===== config.mk =====
export PLATFORM = sky130hd
export DESIGN_NAME = keyscan_debounce
export DESIGN_NICKNAME = d
export VERILOG_FILES = /design/src/rtl/keyscan_debounce.sv
export SDC_FILE = /design/constraint.sdc
export NUM_CORES = 1
export LEC_CHECK = 0
export ABC_AREA = 0
export CAP_MARGIN = 20
export CORE_MARGIN = 4
export CORE_UTILIZATION = 45
export CTS_CLUSTER_SIZE = 14
export DETAILED_ROUTE_END_ITERATION = 10
export GPL_ROUTABILITY_DRIVEN = 0
export GPL_TIMING_DRIVEN = 0
export PLACE_DENSITY = 0.7
export SETUP_SLACK_MARGIN = 0.2
export SYNTH_ARGS = -nofsm -noshare
export SYNTH_HDL_FRONTEND = slang
export SYNTH_SLANG_ARGS = --single-unit

===== constraint.sdc =====
create_clock -name clk -period 1.8 [get_ports clk]
set_input_delay 0.45 -clock clk [delete_from_list [all_inputs] [get_ports clk]]
set_output_delay 0.45 -clock clk [all_outputs]
set_load 0.02 [all_outputs]

===== src/rtl/keyscan_debounce.sv =====
// rtl/keyscan_debounce.sv - synchronised, priority-encoded, debounced keypad scanner (optional auto-repeat via KEYSCAN_AUTOREPEAT_EN)
module keyscan_debounce #(
    parameter int  NKEYS         = 20,
    parameter int  DEBOUNCE      = 2,
    parameter int  REPEAT_DELAY  = 8,
    parameter int  REPEAT_PERIOD = 4,
    localparam int CW            = $clog2(NKEYS)
) (
    input  logic             clk,
    input  logic             rst,
    input  logic [NKEYS-1:0] in,
    output logic [CW-1:0]    out,
    output logic             strobe,
    output logic             press,
    output logic             rel
);

    localparam int DW = $clog2(DEBOUNCE + 1);
    localparam logic [DW-1:0] DEB_C = DW'(DEBOUNCE);
    localparam logic [DW-1:0] ONE_C = DW'(1);

    typedef enum logic [1:0] {
        IDLE    = 2'd0,
        SETTLE  = 2'd1,
        HELD    = 2'd2,
        RELEASE = 2'd3
    } state_t;

    logic [NKEYS-1:0] sync1_q;
    logic [NKEYS-1:0] in_s_q;

    state_t           state_q;
    state_t           state_d;
    logic [DW-1:0]    cnt_q;
    logic [DW-1:0]    cnt_d;
    logic [CW-1:0]    cand_q;
    logic [CW-1:0]    cand_d;
    logic [CW-1:0]    out_q;
    logic [CW-1:0]    out_d;
    logic             strobe_q;
    logic             strobe_d;
    logic             press_q;
    logic             press_d;
    logic             rel_q;
    logic             rel_d;

    logic             any;
    logic [CW-1:0]    code;
    logic             rpt_fire;

    // Highest pressed line wins; lower lines are shadowed.
    always_comb begin
        code = '0;
        for (int i = 0; i < NKEYS; i++) begin
            if (in_s_q[i]) begin
                code = CW'(i);
            end
        end
    end

    assign any = |in_s_q;

`ifdef KEYSCAN_AUTOREPEAT_EN
    localparam int RMAX = (REPEAT_DELAY > REPEAT_PERIOD) ? REPEAT_DELAY : REPEAT_PERIOD;
    localparam int RW   = $clog2(RMAX + 1);

    logic [RW-1:0] rpt_q;
    logic [RW-1:0] rpt_d;
    logic [RW-1:0] rpt_inc;
    logic [RW-1:0] rpt_target;
    logic          rep_q;
    logic          rep_d;

    assign rpt_inc    = rpt_q + 1'b1;
    assign rpt_target = rep_q ? RW'(REPEAT_PERIOD) : RW'(REPEAT_DELAY);

    // Repeat timer: first interval is the delay, later ones the period; frozen outside HELD.
    always_comb begin
        rpt_d    = rpt_q;
        rep_d    = rep_q;
        rpt_fire = 1'b0;
        if (state_q == SETTLE && state_d == HELD) begin
            rpt_d = '0;
            rep_d = 1'b0;
        end else if (state_q == HELD) begin
            if (rpt_inc == rpt_target) begin
                rpt_d    = '0;
                rep_d    = 1'b1;
                // A release taking effect this cycle swallows the pulse.
                rpt_fire = any;
            end else begin
                rpt_d = rpt_inc;
            end
        end
    end

    // Repeat timer registers.
    always_ff @(posedge clk) begin
        if (rst) begin
            rpt_q <= '0;
            rep_q <= 1'b0;
        end else begin
            rpt_q <= rpt_d;
            rep_q <= rep_d;
        end
    end
`else
    assign rpt_fire = 1'b0;
`endif

    // State, counters, synchroniser and registered outputs.
    always_ff @(posedge clk) begin
        if (rst) begin
            sync1_q  <= '0;
            in_s_q   <= '0;
            state_q  <= IDLE;
            cnt_q    <= '0;
            cand_q   <= '0;
            out_q    <= '0;
            strobe_q <= 1'b0;
            press_q  <= 1'b0;
            rel_q    <= 1'b0;
        end else begin
            sync1_q  <= in;
            in_s_q   <= sync1_q;
            state_q  <= state_d;
            cnt_q    <= cnt_d;
            cand_q   <= cand_d;
            out_q    <= out_d;
            strobe_q <= strobe_d;
            press_q  <= press_d;
            rel_q    <= rel_d;
        end
    end

    // Next-state: a candidate code must stay unchanged for DEBOUNCE cycles to be accepted.
    always_comb begin
        state_d = state_q;
        cnt_d   = cnt_q;
        cand_d  = cand_q;
        case (state_q)
            IDLE: begin
                if (any) begin
                    cand_d  = code;
                    cnt_d   = ONE_C;
                    state_d = SETTLE;
                end
            end
            SETTLE: begin
                if (!any) begin
                    state_d = IDLE;
                end else if (code != cand_q) begin
                    cand_d = code;
                    cnt_d  = ONE_C;
                end else if (cnt_q == DEB_C) begin
                    state_d = HELD;
                end else begin
                    cnt_d = cnt_q + 1'b1;
                end
            end
            HELD: begin
                if (!any) begin
                    cnt_d   = ONE_C;
                    state_d = RELEASE;
                end
            end
            RELEASE: begin
                if (any) begin
                    state_d = HELD;
                end else if (cnt_q == DEB_C) begin
                    state_d = IDLE;
                end else begin
                    cnt_d = cnt_q + 1'b1;
                end
            end
            default: state_d = IDLE;
        endcase
    end

    // Outputs: code and strobe change only on accepted transitions; pulses last one cycle.
    always_comb begin
        out_d    = out_q;
        strobe_d = strobe_q;
        press_d  = rpt_fire;
        rel_d    = 1'b0;
        if (state_q == SETTLE && state_d == HELD) begin
            out_d    = cand_q;
            strobe_d = 1'b1;
            press_d  = 1'b1;
        end
        if (state_q == RELEASE && state_d == IDLE) begin
            strobe_d = 1'b0;
            rel_d    = 1'b1;
        end
    end

    assign out    = out_q;
    assign strobe = strobe_q;
    assign press  = press_q;
    assign rel    = rel_q;

endmodule


==> implementation parameters, run 1 <==
Parameter                              Value

Timing
  Maximum clock frequency ... 0.492 GHz
  Setup Viol. Count Final ... 11
  Final hold violations ... 0
  Transition at the pin with the smallest max-transition slack ... 0.488 ns
  Worst clock skew on the final layout ... 0.00486 ns
  Share of the clock period used by the worst path ... 113%
  Sum of negative setup slack ... -2.12 ns
  Number of pins exceeding their max-slew limit in the final report ... 0
  Tmin final ... 2.03 ns
  RSZ-0062 raised after global routing ... true
  Setup WS post-layout ... -0.234 ns
  Worst slew margin ... 67.4%

Critical path
  Cell-by-cell listing of the critical path ... buf_6 -> nor2b_4 -> o21bai_1 -> a21oi_2 -> o41ai_4 -> xor2_2 -> buf_4 -> nor2_4 -> o21a_1
  Slack of the worst reg-to-reg path ... -0.23 ns
  Type of the worst setup path ... flop to flop
  Crit Path Max Fanout ... 4
  Data required, critical path ... 2.03 ns
  CP max stage cell ... o41ai_4
  Critical Path AT ... 2.26 ns
  CP peak stage delay ... 0.38 ns
  Worst Setup End Kind ... flop
  Startpoint type of the worst setup path ... flop

Floorplanning
  Die Y-Extent ... 76.8 um
  Core Area ... 4470 sq um
  Die X ... 76.8 um
  Number of top-level pins ... 30
  Starting density of the core ... 47.6%
  Site Rows ... 24
  Die area ... 5890 sq um

CTS
  Worst-Skew Late Latency ... 0.33 ns
  Master cell of the clock root buffer ... clkbuf_8
  Maximum root-to-sink buffer count ... 2
  CTS Buf Count ... 9
  Clock slew at reported path FFs ... 0.06 ns
  Clock tree from TritonCTS ... done
  CTS H-tree depth ... 3
  Number of hold-repair buffers added at the cts stage ... 0
  TritonCTS sink count ... 57

Detailed routing
  Remaining number of nets flagged by the antenna check after routing ... 0
  Vias per cell ... 5.12
  Initial DRC Count ... 66
  Count of vias placed by the detailed router ... 1673
  Wire length per cell ... 12.8 um
  Sum of routed wire length over all layers ... 4180 um
  DRT Pass-1 Iters ... 4
  Post-route DRC ... 0

Synth
  Flop and latch count out of synthesis ... 57
  Portion of the post-synthesis area used by sequential elements ... 53.6%
  Syn_nets ... 234
  Synth cell types ... 44
  Synthesized area divided by synthesized cell count ... 10.1 sq um
  Post-synthesis instance area ... 2130 sq um
  Number of warnings reported in the yosys synthesis log ... 0
  Post-Synthesis Cells ... 210

Power and ir drop
  Maximum VDD drop ... 0.621 mV
  Switching fraction of total power ... 24.9%
  Sequential fraction of design power ... 46.3%
  Comb pwr share ... 14.2%
  Power share of the clock group ... 39.5%
  Power density normalized to cell area ... 983 nW/um^2
  Switching pwr ... 0.000736 W
  Int Power ... 0.00222 W
  Leakage power figure ... 1.24 nW

Cells and area
  Share of layout cells above drive strength 1 ... 24.7%
  Final net count ... 294
  Area overhead of the layout relative to synthesis ... 41.4%
  Antenna diode count ... 0

GRT
  GRT Total Usage ... 14.1%
  Global route overflow ... 0
  Maximum number of pins on one net before global-route repair ... 11
  First-pass GRT wire length ... 6520 um
  Via count of the first global-routing pass ... 1524
  Antenna violations before repair ... 0

Place
  Post-placement setup slack ... -0.473 ns
  DP Wirelength ... 2660 um
  Buffers on Ports ... 29

Worst hold path
  Hold crit path type ... flop to flop

Status
  Violated checks ... negative setup slack
  Outcome ... finished, violations left

Job
  Max-capacitance violation count ... 0
==> per-layer routing <==
| layer | vias to the layer above | GRT usage (%) | share of wire [%] |
|---|---|---|---|
| met5 | - | 0 | 0 |
| met4 | 0 | 9.60 | 2.2 |
| met3 | 9 | 4.68 | 5.3 |
| met2 | 46 | 23.5 | 50 |
| met1 | 773 | 15.0 | 42 |
| li1 | 845 | - | - |
==> power by group through the flow <==
| stage | Sequential [W] | Combinational [W] | Clock (W) |
|---|---|---|---|
| after CTS | 0.00137 | 0.000360 | 0.00119 |
| after detailed placement | 0.00139 | 0.000275 | 0 |
| after global routing | 0.00138 | 0.000453 | 0.00125 |
| after floorplan | 0.00138 | 0.000192 | 0 |
| after global placement | 0.00139 | 0.000271 | 0 |
| final | 0.00137 | 0.000419 | 0.00117 |
==> what timing repair did <==
item,CTS,global route
setup endpoints to repair,28,17
gates resized for setup,28,20
setup buffers,14,6
pin swaps,13,20
gates cloned,0,0
==> worst paths after layout <==
path	from	endpoint	cells after the start
worst max-delay path	in_s_q[10]$_SDFF_PP0_	strobe$_SDFFE_PP0P_	9
worst min-delay path	sync1_q[1]$_SDFF_PP0_	in_s_q[1]$_SDFF_PP0_	1
worst max register to register	in_s_q[10]$_SDFF_PP0_	strobe$_SDFFE_PP0P_	9
worst min register to register	sync1_q[1]$_SDFF_PP0_	in_s_q[1]$_SDFF_PP0_	1
==> registers in the layout, summed over array words and instances, names as in the netlist <==
name     cells
state_q      2
cand_q       5
rel          1
cnt_q        2
sync1_q     20
press        1
out          5
in_s_q      20
strobe       1
==> cells in the mapped netlist (all sizes together) <==
master / number / area share [%]
a21oi: 6 / 1.6
a311o: 1 / 0.47
a311oi: 1 / 0.41
a31oi: 3 / 0.88
and2: 2 / 0.59
and3: 1 / 0.29
clkbuf: 7 / 1.2
dfxtp: 57 / 54
ha: 2 / 1.2
inv: 5 / 0.88
mux2i: 4 / 1.9
nand2: 12 / 2.1
nand2b: 1 / 0.29
nand3: 4 / 0.94
nand4: 4 / 1.5
nor2: 18 / 3.5
nor2b: 44 / 13
nor3: 3 / 0.71
nor4: 7 / 2.6
nor4b: 1 / 0.41
nor4bb: 1 / 0.47
o211a: 1 / 0.47
o211ai: 1 / 0.35
o21a: 2 / 0.71
o21ai: 4 / 0.94
o21bai: 1 / 0.35
o22a: 1 / 0.41
o311a: 2 / 0.94
o311ai: 1 / 0.76
o31a: 1 / 0.41
o31ai: 4 / 1.6
o41ai: 2 / 1.7
or2b: 1 / 0.35
or3: 1 / 0.29
xnor2: 2 / 0.82
xor2: 2 / 1.2
==> placed cells by master (no fill, tap or decap), types with 2 or more instances in the layout <==
cell / n
nor2_1: 14
ha_1: 2
nor2b_4: 2
o31ai_2: 2
mux2i_1: 4
buf_4: 14
clkbuf_8: 10
clkinvlp_4: 2
o31ai_1: 2
clkdlybuf4s50_1: 21
nor3_1: 2
a21oi_2: 2
nor2b_1: 42
o21ai_0: 4
o21a_1: 2
nand4_1: 3
nor4_2: 2
and2_1: 2
nor2_4: 3
nand3_1: 3
dfxtp_4: 2
dfxtp_2: 4
buf_6: 6
nand2_1: 11
nor4_4: 3
clkinv_2: 2
nor4_1: 2
dfxtp_1: 51
clkbuf_1: 6
a31oi_1: 3
dlygate4sd2_1: 8
a21oi_1: 4
inv_1: 5
o311a_1: 2
==> cell type report <==
type / instances / area, sq um
Buffer: 7 / 31.3
Clock buffer: 11 / 141
Clock inverter: 5 / 55.1
Fill cell: 348 / 1460
Inverter: 5 / 18.8
Multi-Input combinational cell: 141 / 1090
Sequential cell: 57 / 1150
Tap cell: 52 / 65.1
Timing Repair Buffer: 49 / 453
==> worst max-delay path, delay by kind of cell (launching register included) <==
kind | cells | cell delay (ns)
buf+inv | 2 | 0.30
flops | 1 | 0.36
compound gates | 4 | 0.83
xor+xnor | 1 | 0.29
simple gates | 2 | 0.15
==> through the flow <==
step                      total power [W]  utilization (%)  hold slack [ns]  std cells  cell area, sq um
after floorplan                   0.00157                -            0.414        210              2130
after global placement            0.00166             55.6            0.418        291              2490
after detailed placement          0.00167             55.6            0.421        291              2490
after CTS                         0.00291             64.3            0.432        321              2880
after global routing              0.00308             67.3            0.451        327              3010
final                             0.00296             67.3            0.432        327              3010
==> cell families (layout without fill, tap and decap cells) <==
kind of cell | after synthesis | count (layout) | synth area share (%)
fa+ha+maj | 2 | 2 | 1.18
flops | 57 | 57 | 53.6
simple gates | 100 | 100 | 27.2
xor+xnor | 4 | 4 | 2.00
mux | 4 | 4 | 1.88
compound gates | 31 | 31 | 12.1
buf+inv | 12 | 77 | 2.12
(Power assumes the default switching activity.)
==> run 2: changes to the inputs <==
--- a/config.mk
+++ b/config.mk
@@ -18,3 +18,4 @@
 export SYNTH_ARGS = -nofsm -noshare
 export SYNTH_HDL_FRONTEND = slang
 export SYNTH_SLANG_ARGS = --single-unit
+export TNS_END_PERCENT = 30
==> run 2 against run 1 <==
  * The run still ends with negative setup slack left
  * Clock-buffer cell count stayed put
  * Cell count is 4.3% lower
  * Via count is 6.6% lower
  * Utilization is 3.2 points lower
  * Total power is 3.1% lower
  * Critical path depth is 3 lower
  * Combinational power is 17% lower
  * Clock power hardly changed
  * Critical endpoint is now out[0]$_SDFFE_PP0P_
  * Largest cell class unchanged
==> implementation parameters, run 2 (synthesis results as in run 1) <==
Parameter                              Value

Floorplanning
  Core Area ... 4470 sq um (unchanged)
  Die Y-Extent ... 76.8 um (unchanged)
  Die area ... 5890 sq um (unchanged)
  Die X ... 76.8 um (unchanged)
  Number of top-level pins ... 30 (unchanged)
  Site Rows ... 24 (unchanged)
  Starting density of the core ... 47.6% (unchanged)

Cells and area
  Utilization after layout ... 64.1% (-3.2 points)
  Fill cell instance count of the final layout ... 376 (+8.0%)
  Most common cell after layout, fill and taps aside ... dfxtp_1
  Antenna diode count ... 0 (unchanged)
  Share of layout cells above drive strength 1 ... 21.1% (-3.7 points)
  Most used cells in the layout excluding fill and tap cells ... dfxtp_1, nor2b_1, clkdlybuf4s50_1, nor2_1, nand2_1
  Registers with the highest flip-flop counts ... in_s_q: 20 flops, sync1_q: 20 flops
  Final net count ... 280 (-4.8%)
  Area overhead of the layout relative to synthesis ... 34.8%

Place
  DP Wirelength ... 2600 um (-2.5%)
  Post-placement setup slack ... -0.453 ns (+0.0205 ns)
  Buffers on Ports ... 29 (unchanged)

Critical path
  Startpoint type of the worst setup path ... flop
  Worst Setup End Kind ... flop
  Type of the worst setup path ... flop to flop
  Critical Path AT ... 2.19 ns (-0.07 ns)
  Data required, critical path ... 2.01 ns (-0.02 ns)
  R2R depth ... 6 (-3)
  Crit Path Max Fanout ... 6 (+2)

CTS
  CTS H-tree depth ... 3 (unchanged)
  Clock tree from TritonCTS ... done
  Clock slew at reported path FFs ... 0.06 ns (about the same)
  Master cell of the clock root buffer ... clkbuf_8
  Maximum root-to-sink buffer count ... 2 (unchanged)
  TritonCTS sink count ... 57 (unchanged)
  Number of hold-repair buffers added at the cts stage ... 0 (unchanged)
  CTS Buf Count ... 9 (unchanged)
  Worst-Skew Late Latency ... 0.32 ns (about the same)

Power and ir drop
  Leakage power figure ... 1.16 nW (-6.1%)
  Maximum VDD drop ... 0.640 mV (+3.0%)
  Power density normalized to cell area ... 999 nW/um^2 (+1.7%)

GRT
  Global route overflow ... 0 (unchanged)
  GRT Total Usage ... 13.7% (-0.37 points)
  Via count of the first global-routing pass ... 1459 (-4.3%)
  Maximum number of pins on one net before global-route repair ... 11 (unchanged)
  Antenna violations before repair ... 0 (unchanged)
  First-pass GRT wire length ... 6360 um (-2.4%)

Timing
  Worst clock skew on the final layout ... 0.00839 ns (+0.00353 ns)
  Final hold slack ... 0.435 ns (+0.00371 ns)
  Maximum clock frequency ... 0.504 GHz (+2.6%)
  Share of the clock period used by the worst path ... 110% (-2.8 points)
  Setup WS post-layout ... -0.183 ns (+0.0511 ns)
  Number of pins exceeding their max-slew limit in the final report ... 0 (unchanged)
  Setup Viol. Count Final ... 11 (unchanged)
  Transition at the pin with the smallest max-transition slack ... 0.446 ns (-0.0421 ns)
  Sum of negative setup slack ... -1.29 ns (+0.828 ns)
  Final hold violations ... 0 (unchanged)
  Worst slew margin ... 70.0% (+2.6 points)
  RSZ-0062 raised after global routing ... true
  Tmin final ... 1.98 ns (-0.0511 ns)

Detailed routing
  Vias per cell ... 4.99 (-2.5%)
  DRT Pass-1 Iters ... 4 (unchanged)
  Remaining number of nets flagged by the antenna check after routing ... 0 (unchanged)
  Initial DRC Count ... 68 (+3.0%)
  Sum of routed wire length over all layers ... 3810 um (-9.0%)
  Count of vias placed by the detailed router ... 1562 (-6.6%)
  Wire length per cell ... 12.2 um (-4.9%)
  Post-route DRC ... 0 (unchanged)

Worst hold path
  Worst hold path stage count ... 1 (unchanged)
  Hold crit path type ... flop to flop

Status
  Outcome ... finished, violations left
  Violated checks ... negative setup slack

Job
  Max-capacitance violation count ... 0 (unchanged)
-- run 2: per-stage QoR --
| step | cell area (sq um) | power (W) | cells |
|---|---|---|---|
| after global routing | 2870 | 0.00300 | 313 |
| final | 2870 | 0.00287 | 313 |
| after CTS | 2800 | 0.00288 | 312 |
| after floorplan | 2130 | 0.00157 | 210 |
| after detailed placement | 2480 | 0.00166 | 291 |
| after global placement | 2480 | 0.00166 | 291 |
-- run 2: where the power goes --
part           internal [W]  switching, W
Combinational      0.000188      0.000161
Sequential          0.00132     0.0000496
Clock              0.000671      0.000477
-- run 2: path summary, 6_finish.rpt --
path | startpoint | to | slack, ns
worst max-delay path | in_s_q[11]$_SDFF_PP0_ | out[0]$_SDFFE_PP0P_ | -0.18
worst min register to register | sync1_q[6]$_SDFF_PP0_ | in_s_q[6]$_SDFF_PP0_ | 0.44
worst min-delay path | sync1_q[6]$_SDFF_PP0_ | in_s_q[6]$_SDFF_PP0_ | 0.44
worst max register to register | in_s_q[11]$_SDFF_PP0_ | out[0]$_SDFFE_PP0P_ | -0.18
-- run 2: metal layers --
layer	routed length (um)	track usage [%]	share of wire, %	up-vias
met2	1920	23.0	50	36
met4	38	5.43	1.0	0
met1	1650	15.5	43	704
li1	-	-	-	817
met3	200	5.62	5.3	5
met5	0	0	0	-
-- run 2: repair_timing --
action | 4_1_cts | 5_1_grt
setup endpoints to repair | 28 | 17
pin swaps | 21 | 9
gates resized for setup | 28 | 16
buffers inserted | 5 | 1
-- run 2: area by class of cell --
cell class                      instances  area (sq um)  area share (%)
Multi-Input combinational cell        141          1070            37.4
Inverter                                5          18.8           0.654
Clock inverter                          5          55.1            1.92
Clock buffer                           11           141            4.93
Timing Repair Buffer                   35           329            11.5
Buffer                                  7          28.8            1.00
Tap cell                               52          65.1            2.27
Sequential cell                        57          1160            40.4
-- run 2: critical path, cell delays in order, from the launching register on --
cell and delay (ns):
dfxtp_4 0.37, nor4_4 0.30, o31ai_2 0.11, and2_4 0.16, o311ai_4 0.32, nand4_4 0.21
a311o_1 0.40
